<file path="config.mk">
export PLATFORM = sky130hd
export DESIGN_NAME = uart_stream_xcvr_flat
export DESIGN_NICKNAME = d
export VERILOG_FILES = /design/src/rtl/uart_stream_xcvr_if.sv /design/src/rtl/uart_stream_xcvr.sv /design/src/flat_wrapper.sv
export SDC_FILE = /design/constraint.sdc
export NUM_CORES = 1
export LEC_CHECK = 0
export CORE_MARGIN = 2
export CORE_UTILIZATION = 50
export DETAILED_ROUTE_END_ITERATION = 8
export PLACE_DENSITY = 0.7
export SLEW_MARGIN = 20
export SYNTH_ARGS = -nofsm -noshare
export SYNTH_HDL_FRONTEND = slang
export SYNTH_SLANG_ARGS = --single-unit
</file>
<file path="constraint.sdc">
create_clock -name clk -period 2.5 [get_ports clk]
set_clock_uncertainty 0.05 [all_clocks]
set_input_delay 0.5 -clock clk [delete_from_list [all_inputs] [get_ports clk]]
set_output_delay 0.5 -clock clk [all_outputs]
set_load 0.03 [all_outputs]
</file>
<file path="src/rtl/uart_stream_xcvr_if.sv">
// Valid/ready stream bundle for the UART transceiver.
// Master is the byte producer/consumer; slave is the transceiver.
interface uart_stream_xcvr_if #(
    parameter int DATA_BITS = 8
);
    logic [DATA_BITS-1:0] tx_data;
    logic                 tx_valid;
    logic                 tx_ready;
    logic [DATA_BITS-1:0] rx_data;
    logic                 rx_perr;
    logic                 rx_ferr;
    logic                 rx_valid;
    logic                 rx_ready;
    logic                 rx_overrun;

    modport master (
        output tx_data, tx_valid, rx_ready,
        input  tx_ready, rx_data, rx_perr, rx_ferr,
        input  rx_valid, rx_overrun
    );

    modport slave (
        input  tx_data, tx_valid, rx_ready,
        output tx_ready, rx_data, rx_perr, rx_ferr,
        output rx_valid, rx_overrun
    );
endinterface

</file>
<file path="src/rtl/uart_stream_xcvr.sv">
// Full-duplex UART: TX serialiser, RX deserialiser, RX FIFO.
// Streams on both sides; txout may be looped back to rxin.
module uart_stream_xcvr #(
    parameter int PERIOD    = 8'h1A,
    parameter int DATA_BITS = 8,
    parameter int PARITY    = 0,
    parameter int STOP_BITS = 1,
    parameter int FIFO_AW   = 2
) (
    input  logic                clk,
    input  logic                reset,
    uart_stream_xcvr_if.slave   s,
    output logic                txout,
    input  logic                rxin
);
    localparam int CW    = $clog2(STOP_BITS * PERIOD + 1);
    localparam int IW    = $clog2(DATA_BITS);
    localparam int PW    = FIFO_AW + 1;
    localparam int DEPTH = 1 << FIFO_AW;
    localparam int FW    = DATA_BITS + 2;

    localparam logic [CW-1:0] BIT_END  = CW'(PERIOD - 1);
    localparam logic [CW-1:0] HALF_END = CW'(PERIOD / 2 - 1);
    localparam logic [CW-1:0] STOP_END = CW'(STOP_BITS * PERIOD - 1);
    localparam logic [IW-1:0] IDX_END  = IW'(DATA_BITS - 1);

    typedef enum logic [2:0] {
        S_IDLE, S_START, S_DATA, S_PAR, S_STOP
    } state_e;

    // ---------------- TX ----------------
    state_e               tx_state_q;
    logic [CW-1:0]        tx_cnt_q;
    logic [IW-1:0]        tx_idx_q;
    logic [DATA_BITS-1:0] tx_sh_q;
    logic                 tx_par_q;
    logic                 txout_q;
    logic                 tx_ready_q;

    // TX frame sequencer; each state holds its bit for PERIOD clocks
    always_ff @(posedge clk or negedge reset) begin
        if (!reset) begin
            tx_state_q <= S_IDLE;
            tx_cnt_q   <= '0;
            tx_idx_q   <= '0;
            tx_sh_q    <= '0;
            tx_par_q   <= 1'b0;
            txout_q    <= 1'b1;
            tx_ready_q <= 1'b1;
        end else begin
            unique case (tx_state_q)
                S_IDLE: begin
                    if (s.tx_valid) begin
                        tx_sh_q    <= s.tx_data;
                        tx_par_q   <= (PARITY == 2) ? ~^s.tx_data
                                                    : ^s.tx_data;
                        txout_q    <= 1'b0;
                        tx_ready_q <= 1'b0;
                        tx_cnt_q   <= '0;
                        tx_state_q <= S_START;
                    end
                end
                S_START: begin
                    if (tx_cnt_q == BIT_END) begin
                        tx_cnt_q   <= '0;
                        tx_idx_q   <= '0;
                        txout_q    <= tx_sh_q[0];
                        tx_state_q <= S_DATA;
                    end else begin
                        tx_cnt_q <= tx_cnt_q + CW'(1);
                    end
                end
                S_DATA: begin
                    if (tx_cnt_q == BIT_END) begin
                        tx_cnt_q <= '0;
                        if (tx_idx_q == IDX_END) begin
                            if (PARITY != 0) begin
                                txout_q    <= tx_par_q;
                                tx_state_q <= S_PAR;
                            end else begin
                                txout_q    <= 1'b1;
                                tx_state_q <= S_STOP;
                            end
                        end else begin
                            tx_idx_q <= tx_idx_q + IW'(1);
                            tx_sh_q  <= tx_sh_q >> 1;
                            txout_q  <= tx_sh_q[1];
                        end
                    end else begin
                        tx_cnt_q <= tx_cnt_q + CW'(1);
                    end
                end
                S_PAR: begin
                    if (tx_cnt_q == BIT_END) begin
                        tx_cnt_q   <= '0;
                        txout_q    <= 1'b1;
                        tx_state_q <= S_STOP;
                    end else begin
                        tx_cnt_q <= tx_cnt_q + CW'(1);
                    end
                end
                S_STOP: begin
                    if (tx_cnt_q == STOP_END) begin
                        tx_cnt_q   <= '0;
                        tx_ready_q <= 1'b1;
                        tx_state_q <= S_IDLE;
                    end else begin
                        tx_cnt_q <= tx_cnt_q + CW'(1);
                    end
                end
                default: tx_state_q <= S_IDLE;
            endcase
        end
    end

    assign txout      = txout_q;
    assign s.tx_ready = tx_ready_q;

    // ---------------- RX ----------------
    logic rs1_q, rs1_d;
    logic rs_q, rs_d;

    // two-flop synchroniser for the asynchronous serial input
    always_comb begin
        rs1_d = rxin;
        rs_d  = rs1_q;
    end

    // synchroniser flops idle high
    always_ff @(posedge clk or negedge reset) begin
        if (!reset) begin
            rs1_q <= 1'b1;
            rs_q  <= 1'b1;
        end else begin
            rs1_q <= rs1_d;
            rs_q  <= rs_d;
        end
    end

    state_e               rx_state_q;
    logic [CW-1:0]        rx_cnt_q;
    logic [IW-1:0]        rx_idx_q;
    logic [DATA_BITS-1:0] rx_sh_q;
    logic                 rx_par_q;

    // RX frame sequencer; samples mid-bit after validating the start
    always_ff @(posedge clk or negedge reset) begin
        if (!reset) begin
            rx_state_q <= S_IDLE;
            rx_cnt_q   <= '0;
            rx_idx_q   <= '0;
            rx_sh_q    <= '0;
            rx_par_q   <= 1'b0;
        end else begin
            unique case (rx_state_q)
                S_IDLE: begin
                    if (!rs_q) begin
                        rx_cnt_q   <= '0;
                        rx_state_q <= S_START;
                    end
                end
                S_START: begin
                    if (rx_cnt_q == HALF_END) begin
                        rx_cnt_q   <= '0;
                        rx_idx_q   <= '0;
                        rx_state_q <= rs_q ? S_IDLE : S_DATA;
                    end else begin
                        rx_cnt_q <= rx_cnt_q + CW'(1);
                    end
                end
                S_DATA: begin
                    if (rx_cnt_q == BIT_END) begin
                        rx_cnt_q <= '0;
                        rx_sh_q  <= {rs_q, rx_sh_q[DATA_BITS-1:1]};
                        if (rx_idx_q == IDX_END) begin
                            rx_state_q <= (PARITY != 0) ? S_PAR : S_STOP;
                        end else begin
                            rx_idx_q <= rx_idx_q + IW'(1);
                        end
                    end else begin
                        rx_cnt_q <= rx_cnt_q + CW'(1);
                    end
                end
                S_PAR: begin
                    if (rx_cnt_q == BIT_END) begin
                        rx_cnt_q   <= '0;
                        rx_par_q   <= rs_q;
                        rx_state_q <= S_STOP;
                    end else begin
                        rx_cnt_q <= rx_cnt_q + CW'(1);
                    end
                end
                S_STOP: begin
                    if (rx_cnt_q == BIT_END) begin
                        rx_cnt_q   <= '0;
                        rx_state_q <= S_IDLE;
                    end else begin
                        rx_cnt_q <= rx_cnt_q + CW'(1);
                    end
                end
                default: rx_state_q <= S_IDLE;
            endcase
        end
    end

    // ---------------- RX FIFO ----------------
    logic          push;
    logic          perr;
    logic [FW-1:0] wdata;
    logic          empty, full, pop, wr_en;
    logic [PW-1:0] wr_q, wr_d, rd_q, rd_d;
    logic          ovr_q, ovr_d;
    logic [FW-1:0] mem_q [DEPTH];
    logic [FW-1:0] mem_d [DEPTH];
    logic [FW-1:0] head;

    // push at the stop sample so the entry is visible the next cycle
    always_comb begin
        push = (rx_state_q == S_STOP) && (rx_cnt_q == BIT_END);
        perr = 1'b0;
        if (PARITY == 1) perr = ^rx_sh_q ^ rx_par_q;
        if (PARITY == 2) perr = ~(^rx_sh_q ^ rx_par_q);
        wdata = {~rs_q, perr, rx_sh_q};
    end

    // pointer/storage next state; a full FIFO only accepts with a pop
    always_comb begin
        empty = (wr_q == rd_q);
        full  = (wr_q[FIFO_AW-1:0] == rd_q[FIFO_AW-1:0])
             && (wr_q[FIFO_AW] != rd_q[FIFO_AW]);
        pop   = !empty && s.rx_ready;
        wr_en = push && (!full || pop);
        mem_d = mem_q;
        if (wr_en) mem_d[wr_q[FIFO_AW-1:0]] = wdata;
        wr_d  = wr_q + PW'(wr_en);
        rd_d  = rd_q + PW'(pop);
        ovr_d = push && full && !pop;
    end

    // FIFO pointers and overrun pulse
    always_ff @(posedge clk or negedge reset) begin
        if (!reset) begin
            wr_q  <= '0;
            rd_q  <= '0;
            ovr_q <= 1'b0;
        end else begin
            wr_q  <= wr_d;
            rd_q  <= rd_d;
            ovr_q <= ovr_d;
        end
    end

    // storage needs no reset: the head is masked while empty
    always_ff @(posedge clk) begin
        mem_q <= mem_d;
    end

    assign head         = mem_q[rd_q[FIFO_AW-1:0]];
    assign s.rx_valid   = !empty;
    assign s.rx_data    = empty ? '0 : head[DATA_BITS-1:0];
    assign s.rx_perr    = !empty && head[DATA_BITS];
    assign s.rx_ferr    = !empty && head[DATA_BITS+1];
    assign s.rx_overrun = ovr_q;
endmodule

</file>
<file path="src/flat_wrapper.sv">
// flat-port wrapper written by rule: the top's interface ports become plain ports
module uart_stream_xcvr_flat 
#(
    parameter int PERIOD    = 8'h1A,
    parameter int DATA_BITS = 8,
    parameter int PARITY    = 0,
    parameter int STOP_BITS = 1,
    parameter int FIFO_AW   = 2
)
  (clk, reset, txout, rxin, s_tx_data, s_tx_valid, s_rx_ready, s_tx_ready, s_rx_data, s_rx_perr, s_rx_ferr, s_rx_valid, s_rx_overrun);
  uart_stream_xcvr_if #(.DATA_BITS(DATA_BITS)) s_i ();
  input  logic clk;
  input  logic reset;
  output logic txout;
  input  logic rxin;
  input wire logic [$bits(s_i.tx_data)-1:0] s_tx_data;
  input wire logic [$bits(s_i.tx_valid)-1:0] s_tx_valid;
  input wire logic [$bits(s_i.rx_ready)-1:0] s_rx_ready;
  output wire logic [$bits(s_i.tx_ready)-1:0] s_tx_ready;
  output wire logic [$bits(s_i.rx_data)-1:0] s_rx_data;
  output wire logic [$bits(s_i.rx_perr)-1:0] s_rx_perr;
  output wire logic [$bits(s_i.rx_ferr)-1:0] s_rx_ferr;
  output wire logic [$bits(s_i.rx_valid)-1:0] s_rx_valid;
  output wire logic [$bits(s_i.rx_overrun)-1:0] s_rx_overrun;
  assign s_i.tx_data = s_tx_data;
  assign s_i.tx_valid = s_tx_valid;
  assign s_i.rx_ready = s_rx_ready;
  assign s_tx_ready = s_i.tx_ready;
  assign s_rx_data = s_i.rx_data;
  assign s_rx_perr = s_i.rx_perr;
  assign s_rx_ferr = s_i.rx_ferr;
  assign s_rx_valid = s_i.rx_valid;
  assign s_rx_overrun = s_i.rx_overrun;
  uart_stream_xcvr #(.PERIOD(PERIOD), .DATA_BITS(DATA_BITS), .PARITY(PARITY), .STOP_BITS(STOP_BITS), .FIFO_AW(FIFO_AW)) u_core (.clk(clk), .reset(reset), .s(s_i), .txout(txout), .rxin(rxin));
endmodule
</file>
==> metrics <==
static leakage=between 1.5 and 2 nW; vias in the first global route=around 2,200; CTS tree=done; vias per std cell=~5.3; number of synthesized flops with an enable pin=36; Die ar.=8340 um2; f_max=roughly 430 MHz; Clock transition at path regs=approximately 90 ps; top_reg_cell synth=dfrtp_1; maximum VDD drop=roughly 0.00027 V; antenna violations before repair=0; Wirelength per Cell=about 14 um; post-synthesis sequential area ratio=about three fifths; Min Hold Slack=68.5 ps; Die H=91.3 um; first-pass GRT wire length=10,300 um; Power Dens Cells=approximately 820 nW/um2; DP Wirelength=approximately 4100 um; period utilization=between 90% and 100%; critical path's top delay family=buffers and inverters; n_diodes=0; Setup Viol. Count Final=0; synth unique cells=47; share of cells above drive strength 1=about a fifth; htree depth=3; mean post-synth cell area=around 13 um2; RSZ-0062 raised after global routing=no; crit path time final=2340 ps; FP Rows=31; Root Driver=clkbuf_8; total grt overflow=0; Final nets=roughly 360; GRT Overall Usage=15.9%; YS warnings=0; top post-synthesis cells by count=45 x dfrtp_1, 36 x edfxtp_1, 33 x nand2_1; Clock Tree Buf Depth=2; worst skew pair latency=350 ps; Post-Route WL=~6100 um; final hold violations=0; Syn-to-layout area delta=15.6%; Gate Count Post-Synth=between 200 and 300; top cell type's share of synthesized area=between 20 and 30%; Hold Path Class=primary input to async pin; crit-path max cell delay=approximately 430 ps; Slowest-stage cell, CP=dfrtp_1; Post-Syn Nets=approximately 320; filler cell count=approximately 590; antenna viol nets, final=0; placer's final routability congestion estimate=0.773; Crit Path Max Fanout=10; router iterations before antenna repair=4; CTS Sinks=85; top post-synthesis cells by area=dfrtp_1 30%, edfxtp_1 28%, mux4_2 5.3%; register bit total from synthesis=85; Slew headroom=between 50% and 60%; CTS Hold Bufs=0; number of remaining DRC errors=0; # Max-Cap Violations=0; DRT iter0 DRCs=approximately 120; status=finished clean; actual slew at the worst max-slew pin=720 ps; Crit Path Class=flop to output pin; Initial Utilization=around 52%; most frequent cell after synthesis=dfrtp_1; die span in x=around 91 um; FFs w/ async S/R, synth=between 50% and 60%; DR vias=around 2,300; Worst Path Arrival=approximately 1800 ps; I/O Pins=27; Synth area leader=dfrtp_1; critical path required time=roughly 2000 ps; Post-Syn Area=3810 um2; CTS Buf Count=9; largest net degree at the start of global routing=50; Buf/Inv on CP=3; CP Cell Sequence=buf_12 > xor2_2 > nor3_2 > buf_2 > nor2b_1 > clkbuf_2; Worst setup EP type=output pin; CORE AREA=about 7300 um2; Slew Viols, Final=0; setup_tns=0 ps; critical path launch point type=flop; IO buf count=25
## sequential cells by signal (all words and copies together), names as in the netlist
name                 cells
u_core.rx_idx_q          3
u_core.rx_state_q        3
u_core.mem_q            36
u_core.tx_idx_q          3
u_core.rs1_q             1
u_core.rx_cnt_q          5
u_core.tx_sh_q           8
u_core.txout             1
u_core.wr_q              3
u_core.rd_q              3
u_core.s.tx_ready        1
u_core.rs_q              1
u_core.tx_cnt_q          5
u_core.s.rx_overrun      1
u_core.rx_sh_q           8
u_core.tx_state_q        3
## layout make-up
cell class	instances	area [um2]	area share, %
Multi-Input combinational cell	188	1420	32.2
Inverter	9	33.8	0.766
Tap cell	99	124	2.81
Clock buffer	12	166	3.77
Sequential cell	85	2310	52.4
Clock inverter	4	55.1	1.25
Timing Repair Buffer	36	300	6.81
## cell families (layout without fill, tap and decap cells)
| family | count (synthesis) | count (layout) | share of synthesized area [%] |
|---|---|---|---|
| and+or+nand+nor | 103 | 103 | 14.3 |
| DFF | 85 | 85 | 60.6 |
| AOI/OAI and AO/OA | 39 | 39 | 6.73 |
| muxes | 25 | 25 | 9.81 |
| buffers and inverters | 19 | 61 | 2.53 |
| adders and majority gates | 13 | 13 | 4.27 |
| xor gates and xnor gates | 7 | 7 | 1.61 |
| other | 1 | 1 | 0.0983 |
## through the flow
stage / worst slack [ps] / cell area (um2) / power (W) / util [%] / instances
2_1_floorplan: 153 / 3810 / 0.00229 / - / 292
3_3_place_gp: 163 / 4210 / 0.00265 / 57.5 / 415
3_5_place_dp: 122 / 4210 / 0.00267 / 57.5 / 415
4_1_cts: 4.36 / 4430 / 0.00364 / 60.4 / 432
5_1_grt: 31.6 / 4410 / 0.00379 / 60.1 / 433
6_report: 165 / 4410 / 0.00360 / 60.1 / 433
## layer usage
layer | part of all wire [%] | vias to the layer above | wire length (um) | track usage [%]
met4 | 2.0 | 0 | 121 | 8.33
met1 | 49 | 1113 | 3010 | 21.8
met5 | 0 | - | 0 | 0
met3 | 2.6 | 10 | 157 | 2.99
li1 | - | 1128 | - | -
met2 | 46 | 32 | 2860 | 24.2
## worst register-to-register path, cell delays in order (launching register included)
cell and delay, ps:
dfrtp_1 420, inv_1 90, ha_1 150, and4b_1 280
nand3_1 120, nand2b_2 220, inv_1 70, and3_1 440
## path summary, 6_finish.rpt
path	end	slack [ps]	cells after the start	startpoint
hold / removal	u_core.tx_state_q[1]$_DFFE_PN0P_	70	2	reset
max in group asynchronous	u_core.rs_q$_DFF_PN1_	2050	2	reset
setup / recovery	s_rx_data[1]	160	6	u_core.rd_q[0]$_DFF_PN0_
hold reg to reg	u_core.rs_q$_DFF_PN1_	310	0	u_core.rs1_q$_DFF_PN1_
min in group clk	u_core.rs_q$_DFF_PN1_	310	0	u_core.rs1_q$_DFF_PN1_
setup reg to reg	u_core.mem_q[5]$_DFFE_PP_	300	7	u_core.rx_cnt_q[1]$_DFFE_PN0P_
## power breakdown
| group | total (W) | internal, W | switching [W] | leakage [nW] |
|---|---|---|---|---|
| registers | 0.00160 | 0.00152 | 0.0000883 | 0.909 |
| logic | 0.000955 | 0.000411 | 0.000545 | 0.821 |
| clock network | 0.00104 | 0.000554 | 0.000483 | 0.108 |
## cells in the final DEF (no fill, tap or decap), types with 3 or more instances in the layout
cell type        synthesis  layout
nor2b_1                 11      11
clkdlybuf4s50_1          0      14
and4b_1                  3       3
o21ai_0                 14      14
xor2_1                   7       6
or3_1                    3       3
mux2i_1                  7       7
nand3_1                  8       8
nor3b_1                  6       6
a31oi_1                  6       6
a21oi_1                  6       6
ha_1                    13      13
nand2b_1                 3       3
mux2_2                   9       9
dfrtp_1                 45      45
buf_4                    4       8
edfxtp_1                36      36
clkbuf_8                 0      10
nand2_1                 33      33
inv_1                    9       9
nor3_1                   5       4
clkbuf_2                 0      10
nor2_1                  18      18
mux4_2                   9       9
dfstp_2                  4       4
## what timing repair did
item / 4_1_cts / 5_1_grt
buffers inserted: 1 / 0
setup endpoints to repair: 10 / 10
gates cloned: 0 / 1
gates resized for setup: 10 / 23
No activity file was read; power rests on OpenSTA's default activity.
==> edit, RTL diff (same settings) <==
`PERIOD` is set to 8'h1A in 2 places; all go to 8'h34.
--- a/src/rtl/uart_stream_xcvr.sv
+++ b/src/rtl/uart_stream_xcvr.sv
@@ -2,5 +2,5 @@
 // Streams on both sides; txout may be looped back to rxin.
 module uart_stream_xcvr #(
-    parameter int PERIOD    = 8'h1A,
+    parameter int PERIOD    = 8'h34,
     parameter int DATA_BITS = 8,
     parameter int PARITY    = 0,
--- a/src/flat_wrapper.sv
+++ b/src/flat_wrapper.sv
@@ -2,5 +2,5 @@
 module uart_stream_xcvr_flat 
 #(
-    parameter int PERIOD    = 8'h1A,
+    parameter int PERIOD    = 8'h34,
     parameter int DATA_BITS = 8,
     parameter int PARITY    = 0,
Formal check against the unedited RTL: same outputs for any inputs over 10 cycles, from zero or initial values and one cycle with reset low; that may be too few to reach the edited logic, so the function may still have changed.
==> edit against the original RTL <==
Sequential cell count increased by 2. Power down 1.8%. Wire length increased by 8.7%. Final area grew 4.0%. Worst setup slack lost 0.052 ns. Area after synthesis rose by 5.4%. Global-route usage increased by 0.76 points. First-iteration DRC count decreased by 37%. Via count grew 6.7%. Critical path type unchanged. Critical endpoint is now s_rx_data[2]. Largest power group unchanged.
==> edit: results <==
status:
  outcome: "complete, no violations"
placed_design:
  place_congestion: 0.801
  portBuffers: 25
  dp_slack_ns: 0.151
  placed_area_mm2: 0.00444
  dp_hpwl_um: 4600
  dp_cells: 436
synth:
  synth_area_leaders: "dfrtp_1, edfxtp_1, mux4_2, ha_1, nand2_1"
  async_reset_ff_share_pct: 58.6
  synth.distinct_cells: 56
  synthFlopType: "dfrtp_1"
  mappedNetlistNets: 329
  yosys-top-cells-count: "dfrtp_1, edfxtp_1, nand2_1"
  synth_warnings: 0
  seq_area_frac_synth_pct: 58.8
  avgSynthCellArea_um2: 13.2
timing:
  maxSlewHeadroom_pct: 58.2
  setup_slack_ns: 0.113
  holdWs_ns: 0.185
  finalMaxSlewViolations: 0
min_path:
  hold_path.class: "in2async"
route:
  via_count: 2436
  first_iter_violations: 74
  via_per_inst: 5.39
  first_pass_iters: 4
  wl_per_cell_um: 14.8
power_and_ir_drop:
  power.leakage_nw: 1.92
  ir_drop_uv: 284
finish:
  largestRegisters: "u_core.mem_q: 36 flops, u_core.rx_sh_q: 8 flops, u_core.tx_sh_q: 8 flops"
  largest_reg_flops: 36
  fillers: 626
  nets: 369
  drive_above_1_share_pct: 24.0
critical_path:
  r2r_slack_ns: 0.24
  r2r-start: "u_core.rx_cnt_q[0]$_DFFE_PN0P_"
  path_max_fanout: 5
  cpLargestDelayFamily: "multiplexers"
  cp-startpoint: "u_core.rd_q[0]$_DFF_PN0_"
  cpPeakStageDelay_ns: 0.48
  timing.rr.end: "u_core.mem_q[23]$_DFFE_PP_"
  arrival_ns: 1.84
  cp_slowest_cell: "mux4_2"
  critPathCapture: "s_rx_data[2]"
  worstRegToRegCells: 6
clock_network:
  clock_latency_ns: 0.35
  cts_setup_buffers: 0
  root_buffer: "clkbuf_8"
  clk_path_buf_depth: 2
  cts_made_buffers: 9
global_routing:
  grt_max_degree: 52
  antenna_found_initial: 0
  grt_util_all_layers_pct: 16.6
  grt_first_pass_wirelength_um: 11200
  grt_pass1_vias: 2320
-- edit: changes by cell type in the layout (fill, tap and decap cells not counted), moves of 3 or more --
cell      change
o211ai_1      +3
mux2i_1       -7
xnor2_1       +3
or2_2         +3
nand2_1       -3
and4b_1       -3
a32o_1        +3
mux2_4        +7
a31oi_1       -3
buf_4         +6
o21ai_0       -3
-- edit: timing repair --
action	4_1_cts	5_1_grt
resized for setup	14	15
hold endpoints to repair	0	0
endpoints found under the setup margin	10	9
-- edit: cell families after synthesis --
family | Yosys count | synth area share (%)
xor+xnor | 10 | 2.18
flops | 87 | 58.8
simple gates | 105 | 14.2
fa+ha+maj | 11 | 3.42
other cells | 1 | 0.0933
mux | 26 | 10.7
buf+inv | 19 | 2.30
compound gates | 46 | 8.25
-- edit: routing by layer --
| metal | part of all wire (%) | up-vias | wire length [µm] | track usage (%) |
|---|---|---|---|---|
| met5 | 0 | - | 0 | 0 |
| met4 | 0.73 | 0 | 49 | 6.04 |
| met3 | 3.1 | 5 | 208 | 3.85 |
| met2 | 48 | 34 | 3190 | 26.3 |
| met1 | 48 | 1186 | 3230 | 22.7 |
| li1 | - | 1211 | - | - |
-- edit: cell type report --
cell class | instances | area [µm²] | share of cell area, %
sequential | 87 | 2360 | 51.5
multi-input combinational | 199 | 1560 | 34.1
timing repair buffer | 40 | 322 | 7.01
tap | 102 | 128 | 2.78
clock buffer | 9 | 124 | 2.70
clock inverter | 7 | 56.3 | 1.23
inverter | 8 | 30.0 | 0.655
-- edit: report_power, final --
group	internal [mW]	total [mW]	switching, mW	leakage, nW
logic	0.442	0.979	0.537	0.857
clock network	0.371	0.892	0.521	0.0854
registers	1.56	1.66	0.0981	0.981
